$ cat src/rtl/maxpool_pkg.sv
// Shared definitions for the 2-input FP32 max-pooling forward/backward pair.
// Both ends import this package so the winner-select encoding cannot drift.
package maxpool_pkg;

  localparam int DATA_W = 32;
  localparam logic [DATA_W-1:0] FP_ZERO = 32'h0000_0000;

  typedef enum logic {
    SEL_IN1 = 1'b0,
    SEL_IN2 = 1'b1
  } pool_sel_t;

  // Occupancy view of the index FIFO.
  typedef enum logic [1:0] {
    FIFO_EMPTY  = 2'd0,
    FIFO_ACTIVE = 2'd1,
    FIFO_FULL   = 2'd2
  } fifo_state_t;

  // Output register view.
  typedef enum logic {
    OUT_IDLE = 1'b0,
    OUT_HOLD = 1'b1
  } out_state_t;

endpackage

$ cat src/rtl/maxpool_bwd_2_idx_fifo.sv
// Select-bit FIFO (DEPTH x 1) holding forward-pass winners until the matching
// gradient arrives. flush has priority over push and pop.
module idx_fifo
  import maxpool_pkg::*;
#(
  parameter int DEPTH = 16,
  localparam int PTR_W = $clog2(DEPTH),
  localparam int CNT_W = $clog2(DEPTH) + 1
) (
  input  logic             clk,
  input  logic             rst,
  input  logic             flush_i,
  input  logic             push_i,
  input  pool_sel_t        sel_i,
  input  logic             pop_i,
  output pool_sel_t        sel_o,
  output logic [CNT_W-1:0] count_o
);

  localparam logic [CNT_W-1:0] FULL_CNT = CNT_W'(DEPTH);

  logic [DEPTH-1:0] mem_q;
  logic [PTR_W-1:0] wr_ptr_q, wr_ptr_d;
  logic [PTR_W-1:0] rd_ptr_q, rd_ptr_d;
  logic [CNT_W-1:0] count_q, count_d;
  logic             push_ok, pop_ok;

  assign push_ok = push_i && (count_q != FULL_CNT) && !flush_i;
  assign pop_ok  = pop_i && (count_q != '0) && !flush_i;
  assign sel_o   = pool_sel_t'(mem_q[rd_ptr_q]);
  assign count_o = count_q;

  // Pointer/count next state; DEPTH is a power of two so pointers wrap naturally.
  always_comb begin
    wr_ptr_d = wr_ptr_q;
    rd_ptr_d = rd_ptr_q;
    count_d  = count_q;
    if (flush_i) begin
      wr_ptr_d = '0;
      rd_ptr_d = '0;
      count_d  = '0;
    end else begin
      if (push_ok) wr_ptr_d = wr_ptr_q + PTR_W'(1);
      if (pop_ok)  rd_ptr_d = rd_ptr_q + PTR_W'(1);
      case ({push_ok, pop_ok})
        2'b10:   count_d = count_q + CNT_W'(1);
        2'b01:   count_d = count_q - CNT_W'(1);
        default: count_d = count_q;
      endcase
    end
  end

  // Pointer and occupancy registers.
  always_ff @(posedge clk or posedge rst) begin
    if (rst) begin
      wr_ptr_q <= '0;
      rd_ptr_q <= '0;
      count_q  <= '0;
    end else begin
      wr_ptr_q <= wr_ptr_d;
      rd_ptr_q <= rd_ptr_d;
      count_q  <= count_d;
    end
  end

  // Storage needs no reset: entries are only read when count says they are valid.
  always_ff @(posedge clk) begin
    if (push_ok) mem_q[wr_ptr_q] <= sel_i;
  end

endmodule

$ cat src/rtl/maxpool_bwd_2.sv
// Backward max-pool gradient router: each upstream gradient pops one stored
// winner-select bit and is steered to the winning lane, the other lane gets +0.0.
//
// state       | meaning
// ------------+-----------------------------------------------
// FIFO_EMPTY  | no select bits stored, gradients stall
// FIFO_ACTIVE | 0 < count < DEPTH, push and pop both allowed
// FIFO_FULL   | count == DEPTH, pushes refused
// OUT_IDLE    | output register empty
// OUT_HOLD    | pair presented, held until out_ready
module maxpool_bwd_2
  import maxpool_pkg::*;
#(
  parameter int DATA_W = 32,
  parameter int DEPTH  = 16,
  localparam int CNT_W = $clog2(DEPTH) + 1
) (
  input  logic              clk,
  input  logic              rst,
  input  logic              flush,
  input  logic              idx_valid,
  input  logic              idx_sel,
  output logic              idx_ready,
  input  logic              grad_valid,
  input  logic [DATA_W-1:0] grad_in,
  output logic              grad_ready,
  output logic              out_valid,
  input  logic              out_ready,
  output logic [DATA_W-1:0] grad_out1,
  output logic [DATA_W-1:0] grad_out2,
  output logic [CNT_W-1:0]  idx_count
);

  localparam logic [CNT_W-1:0] FULL_CNT = CNT_W'(DEPTH);

  fifo_state_t       fifo_st;
  out_state_t        out_st;
  pool_sel_t         head_sel;
  logic              push, accept;
  logic              out_valid_q, out_valid_d;
  logic [DATA_W-1:0] grad1_q, grad1_d;
  logic [DATA_W-1:0] grad2_q, grad2_d;

  idx_fifo #(.DEPTH(DEPTH)) u_idx_fifo (
    .clk     (clk),
    .rst     (rst),
    .flush_i (flush),
    .push_i  (push),
    .sel_i   (pool_sel_t'(idx_sel)),
    .pop_i   (accept),
    .sel_o   (head_sel),
    .count_o (idx_count)
  );

  // Controller state decoded from occupancy and the output register.
  always_comb begin
    fifo_st = FIFO_ACTIVE;
    if (idx_count == '0)           fifo_st = FIFO_EMPTY;
    else if (idx_count == FULL_CNT) fifo_st = FIFO_FULL;
    out_st = out_valid_q ? OUT_HOLD : OUT_IDLE;
  end

  // Handshakes; a full FIFO refuses pushes even when a pop happens the same cycle.
  assign idx_ready  = (fifo_st != FIFO_FULL);
  assign grad_ready = (fifo_st != FIFO_EMPTY) && ((out_st == OUT_IDLE) || out_ready);
  assign push       = idx_valid && idx_ready;
  assign accept     = grad_valid && grad_ready && !flush;

  // Output stage next state: load on accept, drain on out_ready, flush clears valid only.
  always_comb begin
    out_valid_d = out_valid_q;
    grad1_d     = grad1_q;
    grad2_d     = grad2_q;
    if (flush) begin
      out_valid_d = 1'b0;
    end else if (accept) begin
      out_valid_d = 1'b1;
      grad1_d     = (head_sel == SEL_IN1) ? grad_in : '0;
      grad2_d     = (head_sel == SEL_IN2) ? grad_in : '0;
    end else if (out_ready) begin
      out_valid_d = 1'b0;
    end
  end

  // Output register; words pass bit-exact, zero lane is +0.0.
  always_ff @(posedge clk or posedge rst) begin
    if (rst) begin
      out_valid_q <= 1'b0;
      grad1_q     <= '0;
      grad2_q     <= '0;
    end else begin
      out_valid_q <= out_valid_d;
      grad1_q     <= grad1_d;
      grad2_q     <= grad2_d;
    end
  end

  assign out_valid = out_valid_q;
  assign grad_out1 = grad1_q;
  assign grad_out2 = grad2_q;

endmodule

$ cat config.mk
export PLATFORM = sky130hd
export DESIGN_NAME = maxpool_bwd_2
export DESIGN_NICKNAME = d
export VERILOG_FILES = /design/src/rtl/maxpool_pkg.sv /design/src/rtl/maxpool_bwd_2_idx_fifo.sv /design/src/rtl/maxpool_bwd_2.sv
export SDC_FILE = /design/constraint.sdc
export NUM_CORES = 1
export LEC_CHECK = 0
export CAP_MARGIN = 10
export CORE_UTILIZATION = 50
export CTS_CLUSTER_DIAMETER = 40
export DETAILED_ROUTE_END_ITERATION = 10
export PLACE_DENSITY = 0.8
export SYNTH_ARGS = -nofsm -noshare
export SYNTH_HDL_FRONTEND = slang
export SYNTH_HIERARCHICAL = 1
export SYNTH_SLANG_ARGS = --single-unit
$ cat constraint.sdc
create_clock -name clk -period 4.15 [get_ports clk]
set_clock_uncertainty 0.05 [all_clocks]
set_input_delay 0.415 -clock clk [delete_from_list [all_inputs] [get_ports clk]]
set_output_delay 0.415 -clock clk [all_outputs]
set_load 0.05 [all_outputs]
[After elaboration in Yosys (flattened, before gate mapping)]
Index checks and enable logic that the tools add are counted.
Cells by class
  add/subtract/negate cells: 4
  multiply operators: 0
  div/mod/pow operators: 0
  magnitude comparators: 3
  equality and inequality tests: 5
  shift-type cells: 0
  muxes and demuxes: 19
  bitwise logic cells: 2
  reductions and logical operators: 19
Operators with widths (number)
  32-bit two-way mux: 2
  16-bit bitwise mux: 1
  4-bit two-way mux: 4
  4-bit by 5-bit < comparator with 1-bit output (second input constant): 2
  5-bit case mux with 2 select lines: 1
  1-bit logical AND: 9
  4-bit by 1-bit adder with 4-bit output (second input constant): 2
  1-bit two-way mux: 6
  2-bit nonzero test: 3
  3-bit nonzero test: 2
  5-bit by 1-bit adder with 5-bit output (second input constant): 1
  5-bit equality test (second input constant): 1
  5-bit logical NOT: 1
  5-bit two-way mux: 1
  5-bit inequality test (second input constant): 1
  5-bit nonzero test: 1
  5-bit by 1-bit subtractor with 5-bit output (second input constant): 1
  1-bit binary-select mux with 4-bit select: 1
  1-bit demux with 4-bit select: 1
  4-bit by 1-bit >= comparator with 1-bit output (second input constant): 1
  2-bit two-way mux: 2
  2-bit by 1-bit equality test with 1-bit output (second input constant): 1
  2-bit equality test (second input constant): 1
  2-bit inequality test (second input constant): 1
  4 further kinds: 5
Word-level totals
  bits in registers: 94
  latch bits: 0
  RAM bits: 0
  ROM bits: 0
  bits of input ports: 39
  output and inout port bits: 72
  logic and storage cells: 59
  memories: 0

[Longest topological paths before layout]
  depth in word-level cells: 12
  mapped depth: 13
  mapped depth without buffers: 10

[By module]
Netlist, hierarchy kept.
By module, submodules not included
  maxpool_bwd_2: instances 1, cells an instance 250, area an instance 2996.6 um^2, sequential area each 1626.6 um^2
  idx_fifo: instances 1, cells an instance 146, area an instance 1640.3 um^2, sequential area each 805.8 um^2

[Worst setup path after synthesis]
No wires, ideal clock.
  path kind: register to register
  from: register u_idx_fifo.count_q[1] (netlist: u_idx_fifo/count_o[1])
  to: register u_idx_fifo.count_q[4] (netlist: u_idx_fifo/count_o[4])
  library setup time: 82 ps
  arrival time: 3685 ps
  required time: 4018 ps
  setup slack: 333 ps
  stages on the path, launching flop included: 13
  path buffers: 3
  clock period less this slack: 3817 ps
  cell sequence: dfrtp_1 > nor4_4 > a2111oi_4 > buf_6 > buf_4 > clkbuf_1 > o21ai_1 > a211o_1 > fa_1 > nand2b_1 > a21oi_1 > mux2_2 > a31oi_1
Between the ends
  longest elaborated chain between the ends: 12
  elaborated cells on any way between the ends: 23
  classes of those cells: add/sub: 2; eq/ne: 5; mux: 4; reduce/logical: 12
RTL lines
  start: declaration: line maxpool_bwd_2_idx_fifo.sv:25  | logic [CNT_W-1:0] count_q, count_d;
  start signal: assignment: line maxpool_bwd_2_idx_fifo.sv:62  | count_q <= count_d;
  5-bit equality test: line maxpool_bwd_2.sv:59  | else if (idx_count == FULL_CNT) fifo_st = FIFO_FULL;
  2-bit two-way mux: line maxpool_bwd_2.sv:59
  2-bit two-way mux (*): line maxpool_bwd_2.sv:58  | if (idx_count == '0) fifo_st = FIFO_EMPTY;
  2-bit nonzero test (*): line maxpool_bwd_2.sv:65  | assign grad_ready = (fifo_st != FIFO_EMPTY) && ((out_st == OUT_IDLE) || out_ready);
  1-bit logical AND (*): line maxpool_bwd_2.sv:65
  1-bit logical AND (*) (2 in series): line maxpool_bwd_2.sv:67  | assign accept = grad_valid && grad_ready && !flush;
  net accept: line maxpool_bwd_2.sv:39  | logic push, accept;
  1-bit logical AND (*) (2 in series): line maxpool_bwd_2_idx_fifo.sv:29  | assign pop_ok = pop_i && (count_q != '0) && !flush_i;
  2-bit by 1-bit equality test with 1-bit output / 2-bit equality test (equally long branches): line maxpool_bwd_2_idx_fifo.sv:45  | case ({push_ok, pop_ok})
  5-bit case mux with 2 select lines: line maxpool_bwd_2_idx_fifo.sv:45
  5-bit two-way mux: line maxpool_bwd_2_idx_fifo.sv:38  | if (flush_i) begin
Mark *: on every way through the listed nets, which the timed path passes. The rest lies on a longest branch.
A chain may end at the register's enable or synchronous reset.

[Final worst setup path]
  from: register u_idx_fifo.count_q[4] (netlist: u_idx_fifo/count_o[4])
  to: register u_idx_fifo.count_q[1] (netlist: u_idx_fifo/count_o[1])
Between the ends
  longest elaborated chain between the ends: 12
  elaborated cells on any way between the ends: 21
  classes of those cells: eq/ne: 5; mux: 4; reduce/logical: 12
RTL lines (line)
  5-bit equality test: maxpool_bwd_2.sv:59
  2-bit two-way mux: maxpool_bwd_2.sv:59
  2-bit two-way mux: maxpool_bwd_2.sv:58
  2-bit nonzero test: maxpool_bwd_2.sv:65
  1-bit logical AND: maxpool_bwd_2.sv:65
  1-bit logical AND (2 in series): maxpool_bwd_2.sv:67
  1-bit logical AND (2 in series): maxpool_bwd_2_idx_fifo.sv:29
  2-bit by 1-bit equality test with 1-bit output / 2-bit equality test (equally long branches): maxpool_bwd_2_idx_fifo.sv:45
  5-bit case mux with 2 select lines: maxpool_bwd_2_idx_fifo.sv:45
  5-bit two-way mux: maxpool_bwd_2_idx_fifo.sv:38
Several ways; a longest one is shown, not always the timed one.

==> results.toml <==
[clock_tree]
hold_buffers = 0
clock_path_buffers = 2
cts-buffers-inserted = 9
number_of_gates_resized_after_cts = 0
clock_sinks = 94
cts.root.buffer_cell = "sky130_fd_sc_hd__clkbuf_8"
post_cts_buffers = 0
clock_tree_from_tritoncts = "built"
cts.clk_slew.worst_paths_ps = 90
insertion_delay_ps = 350
h-tree-depth = 3

[power]
internal-power_w = 0.002376
net-switching-power_w = 0.002017
power.total_w = 0.004393
clock_power_share_pct = 13.9
seqPwrFrac_pct = 31.9
netSwitchingFraction_pct = 45.91
leakagePower_nw = 2.520
ir_drop_mv = 0.3868
pwr_density_cell_nw_per_um2 = 736.6
pwr-share-comb_pct = 54.2

[synthesis]
netlist_area_um2 = 4637
number_of_warnings_issued_by_yosys = 6
syn_avg_cell_area_um2 = 11.71
synth-edff-count = 16
synth_cell_type_count = 39
synth_top_area_share_pct = 42.09
synth-seq-cells = 94
synth_top_cell_by_area = "sky130_fd_sc_hd__dfrtp_1"
yosysSeqAreaShare_pct = 52.46
synthCells = 396
syn-num-nets = 444
synth-main-ff-cell = "sky130_fd_sc_hd__dfrtp_1"
ffs_w_async_s_r_synth_pct = 82.98
synth_top_cells_by_area = "sky130_fd_sc_hd__dfrtp_1 (42%), sky130_fd_sc_hd__edfxtp_1 (10%), sky130_fd_sc_hd__mux2i_1 (7.8%)"

[layout]
drive_gt1_share_pct = 12.77
antenna-diode-count = 0
area_growth_syn_to_layout_pct = 28.63
design_area_um2 = 5964
finalCoreUtilization_pct = 67.41
nNetsFinal = 544
post_layout_nonfiller_instances = 609

[grt]
grt_overflow = 0
wire_length_of_the_first_global_routing_pass_mm = 15.97
initial_antenna_violation_count = 0
grt_util_all_layers_pct = 21.04
grt_max_degree = 76
first_global_vias = 3215

[sta]
report.final.hold_viol_count = 0
maxSlewViolCount = 0
timing_worst_slew_pin_value_ps = 1187
fmaxAchievable_mhz = 299.7
timing.setup.tns_ps = 0
period_minus_slack_ps = 3336
finalSetupViolCount = 0
fin_crit_sh_pct = 80.39
maxSlewHeadroom_pct = 20.88
rsz0062_at_grt = "false"

[drt]
total_via_count_after_detailed_routing = 3092
routed_wirelength_mm = 9.526
detail_route.wl_per_cell_um = 15.64
drc = 11
drt-initial-drc-count = 92
ant_nets = 0
vias_per_cell = 5.077
drt_first_pass_iters = 7

[floorplan]
initial_core_utilization_pct = 52.40
die_height_um = 98.30
core_region_area_um2 = 8848
core.rowCount = 34
floorplan.die.width_um = 98.30
fp.dieArea_um2 = 9663
floorplan.io_pins = 111

[critical_path]
worstReg2RegStart = "u_idx_fifo/count_o[4]$_DFFE_PP0P_"
crit_path_max_incr_delay_ps = 900
worst-path-max-fanout = 75
end_kind = "flip-flop"
critical_path.reg2reg.endpoint = "u_idx_fifo/count_o[1]$_DFFE_PP0P_"
crit_required_ps = 4350
path_cells = "inv_1 > a2111oi_4 > buf_4 > nor4_1 > or4_1 > mux2_4"
worst_r2r_path_depth = 6
worstSetupPathType = "flip-flop to flip-flop"
worstPathArrival_ps = 3530
crit_path_top_delay_cell = "sky130_fd_sc_hd__buf_4"
crit_path_start_kind = "flip-flop"
timing.reg2reg.setup_slack_ps = 810

[place]
io_buffers = 110
globalplace.congestion = 0.7879
placed_area_um2 = 5766
placed_cells_incl_taps = 593
hpwl_mm = 6.596

[min_path]
min-delay-path-class = "input port to async pin"

[run_status]
status = "finished with violations"
violations = "DRC"

[flow_run]
maxCapViolCount = 0
-- routing by layer --
layer / wire length (µm) / track usage, % / vias to the layer above
li1: - / - / 1508
met1: 4516 / 29.94 / 1505
met2: 4467 / 33.26 / 71
met3: 437 / 3.293 / 8
met4: 104 / 6.889 / 0
met5: 0 / 0 / -
-- synthesized netlist by cell type, types with 4 or more instances --
library cell               count
sky130_fd_sc_hd__nor3_1        6
sky130_fd_sc_hd__mux2i_1      36
sky130_fd_sc_hd__nor2_1       26
sky130_fd_sc_hd__xor2_1        5
sky130_fd_sc_hd__inv_1        44
sky130_fd_sc_hd__mux2_2       16
sky130_fd_sc_hd__a21oi_1       6
sky130_fd_sc_hd__buf_2         5
sky130_fd_sc_hd__nand2b_1      4
sky130_fd_sc_hd__mux2_4       20
sky130_fd_sc_hd__nand2_1      39
sky130_fd_sc_hd__dfrtp_1      78
sky130_fd_sc_hd__mux4_2        5
sky130_fd_sc_hd__nor2b_1      33
sky130_fd_sc_hd__ha_1          8
sky130_fd_sc_hd__clkbuf_1     12
sky130_fd_sc_hd__edfxtp_1     16
-- how the worst max path moves through the flow --
stage                                 startpoint                                end  slack [ps]  depth (start not counted)
6_report       u_idx_fifo/count_o[4]$_DFFE_PP0P_  u_idx_fifo/count_o[1]$_DFFE_PP0P_         810                          6
3_5_place_dp                           out_ready  u_idx_fifo/count_o[1]$_DFFE_PP0P_         600                          7
5_1_grt        u_idx_fifo/count_o[4]$_DFFE_PP0P_  u_idx_fifo/count_o[2]$_DFFE_PP0P_         590                          6
2_1_floorplan  u_idx_fifo/count_o[1]$_DFFE_PP0P_  u_idx_fifo/count_o[4]$_DFFE_PP0P_         330                         12
4_1_cts        u_idx_fifo/count_o[4]$_DFFE_PP0P_  u_idx_fifo/count_o[1]$_DFFE_PP0P_         770                          6
3_3_place_gp                           out_ready  u_idx_fifo/count_o[2]$_DFFE_PP0P_         660                          7
-- cell type report --
type | count | area [µm²]
Inverter | 44 | 165.2
Fill cell | 685 | 2884
Clock inverter | 6 | 71.32
Clock buffer | 10 | 127.6
Multi-Input combinational cell | 234 | 1909
Sequential cell | 94 | 2432
Tap cell | 108 | 135.1
Timing Repair Buffer | 113 | 1124
-- critical path, delay by kind of cell, from the launching register on --
kind / cells / cell delay (ps)
buf+inv: 2 / 1070
simple gates: 2 / 770
flops: 1 / 620
compound gates: 1 / 350
mux: 1 / 340
-- metrics by stage --
stage               hold slack [ps]  worst slack, ps
floorplan                     242.0            332.8
global placement              439.9            656.1
detailed placement            442.0            595.6
CTS                           413.5            767.2
global route                  432.3            592.9
finish                        408.7            813.8
-- placed cells by master, fill, tap and decap left out, types with 2 or more instances in the layout --
cell type,instances
sky130_fd_sc_hd__nor4_1,2
sky130_fd_sc_hd__ha_1,8
sky130_fd_sc_hd__mux4_2,5
sky130_fd_sc_hd__o211ai_1,3
sky130_fd_sc_hd__clkdlybuf4s50_1,110
sky130_fd_sc_hd__mux2_4,20
sky130_fd_sc_hd__nor2b_1,33
sky130_fd_sc_hd__nand3_1,3
sky130_fd_sc_hd__buf_4,3
sky130_fd_sc_hd__nand2b_1,4
sky130_fd_sc_hd__nor2_1,26
sky130_fd_sc_hd__xnor2_1,2
sky130_fd_sc_hd__a31oi_1,2
sky130_fd_sc_hd__nand2_1,39
sky130_fd_sc_hd__a21oi_1,6
sky130_fd_sc_hd__clkinv_4,2
sky130_fd_sc_hd__mux2i_1,36
sky130_fd_sc_hd__inv_1,43
sky130_fd_sc_hd__nor3_1,6
sky130_fd_sc_hd__clkbuf_8,9
sky130_fd_sc_hd__edfxtp_1,16
sky130_fd_sc_hd__mux2_2,16
sky130_fd_sc_hd__dfrtp_1,78
sky130_fd_sc_hd__nor4_4,2
sky130_fd_sc_hd__or4_1,2
sky130_fd_sc_hd__and3_1,2
sky130_fd_sc_hd__a211oi_1,2
sky130_fd_sc_hd__clkinvlp_4,2
sky130_fd_sc_hd__xor2_1,5
-- power groups by stage --
stage / logic (W) / registers, W / clock network [W]
floorplan: 0.000772 / 0.00230 / 0
detailed placement: 0.00238 / 0.00142 / 0
global placement: 0.00234 / 0.00141 / 0
finish: 0.00238 / 0.00140 / 0.000612
CTS: 0.00240 / 0.00140 / 0.000629
global route: 0.00250 / 0.00144 / 0.000663
-- flip-flops by register name (all words and copies together) (netlist names) --
signal / cells
u_idx_fifo/rd_ptr_q: 4
grad_out2: 32
u_idx_fifo/count_o: 5
grad_out1: 32
u_idx_fifo/mem_q: 16
u_idx_fifo/wr_ptr_q: 4
out_valid: 1
-- kinds of logic (layout without fill, tap and decap cells) --
group | Yosys count | after routing | synth area share [%]
xor gates and xnor gates | 7 | 7 | 1.322
buffers and inverters | 68 | 173 | 6.368
AOI/OAI and AO/OA | 19 | 19 | 3.184
and+or+nand+nor | 122 | 122 | 13.52
muxes | 77 | 77 | 20.56
DFF | 94 | 94 | 52.46
adders and majority gates | 9 | 9 | 2.590
Note: power is estimated with default switching activity, not from simulation.
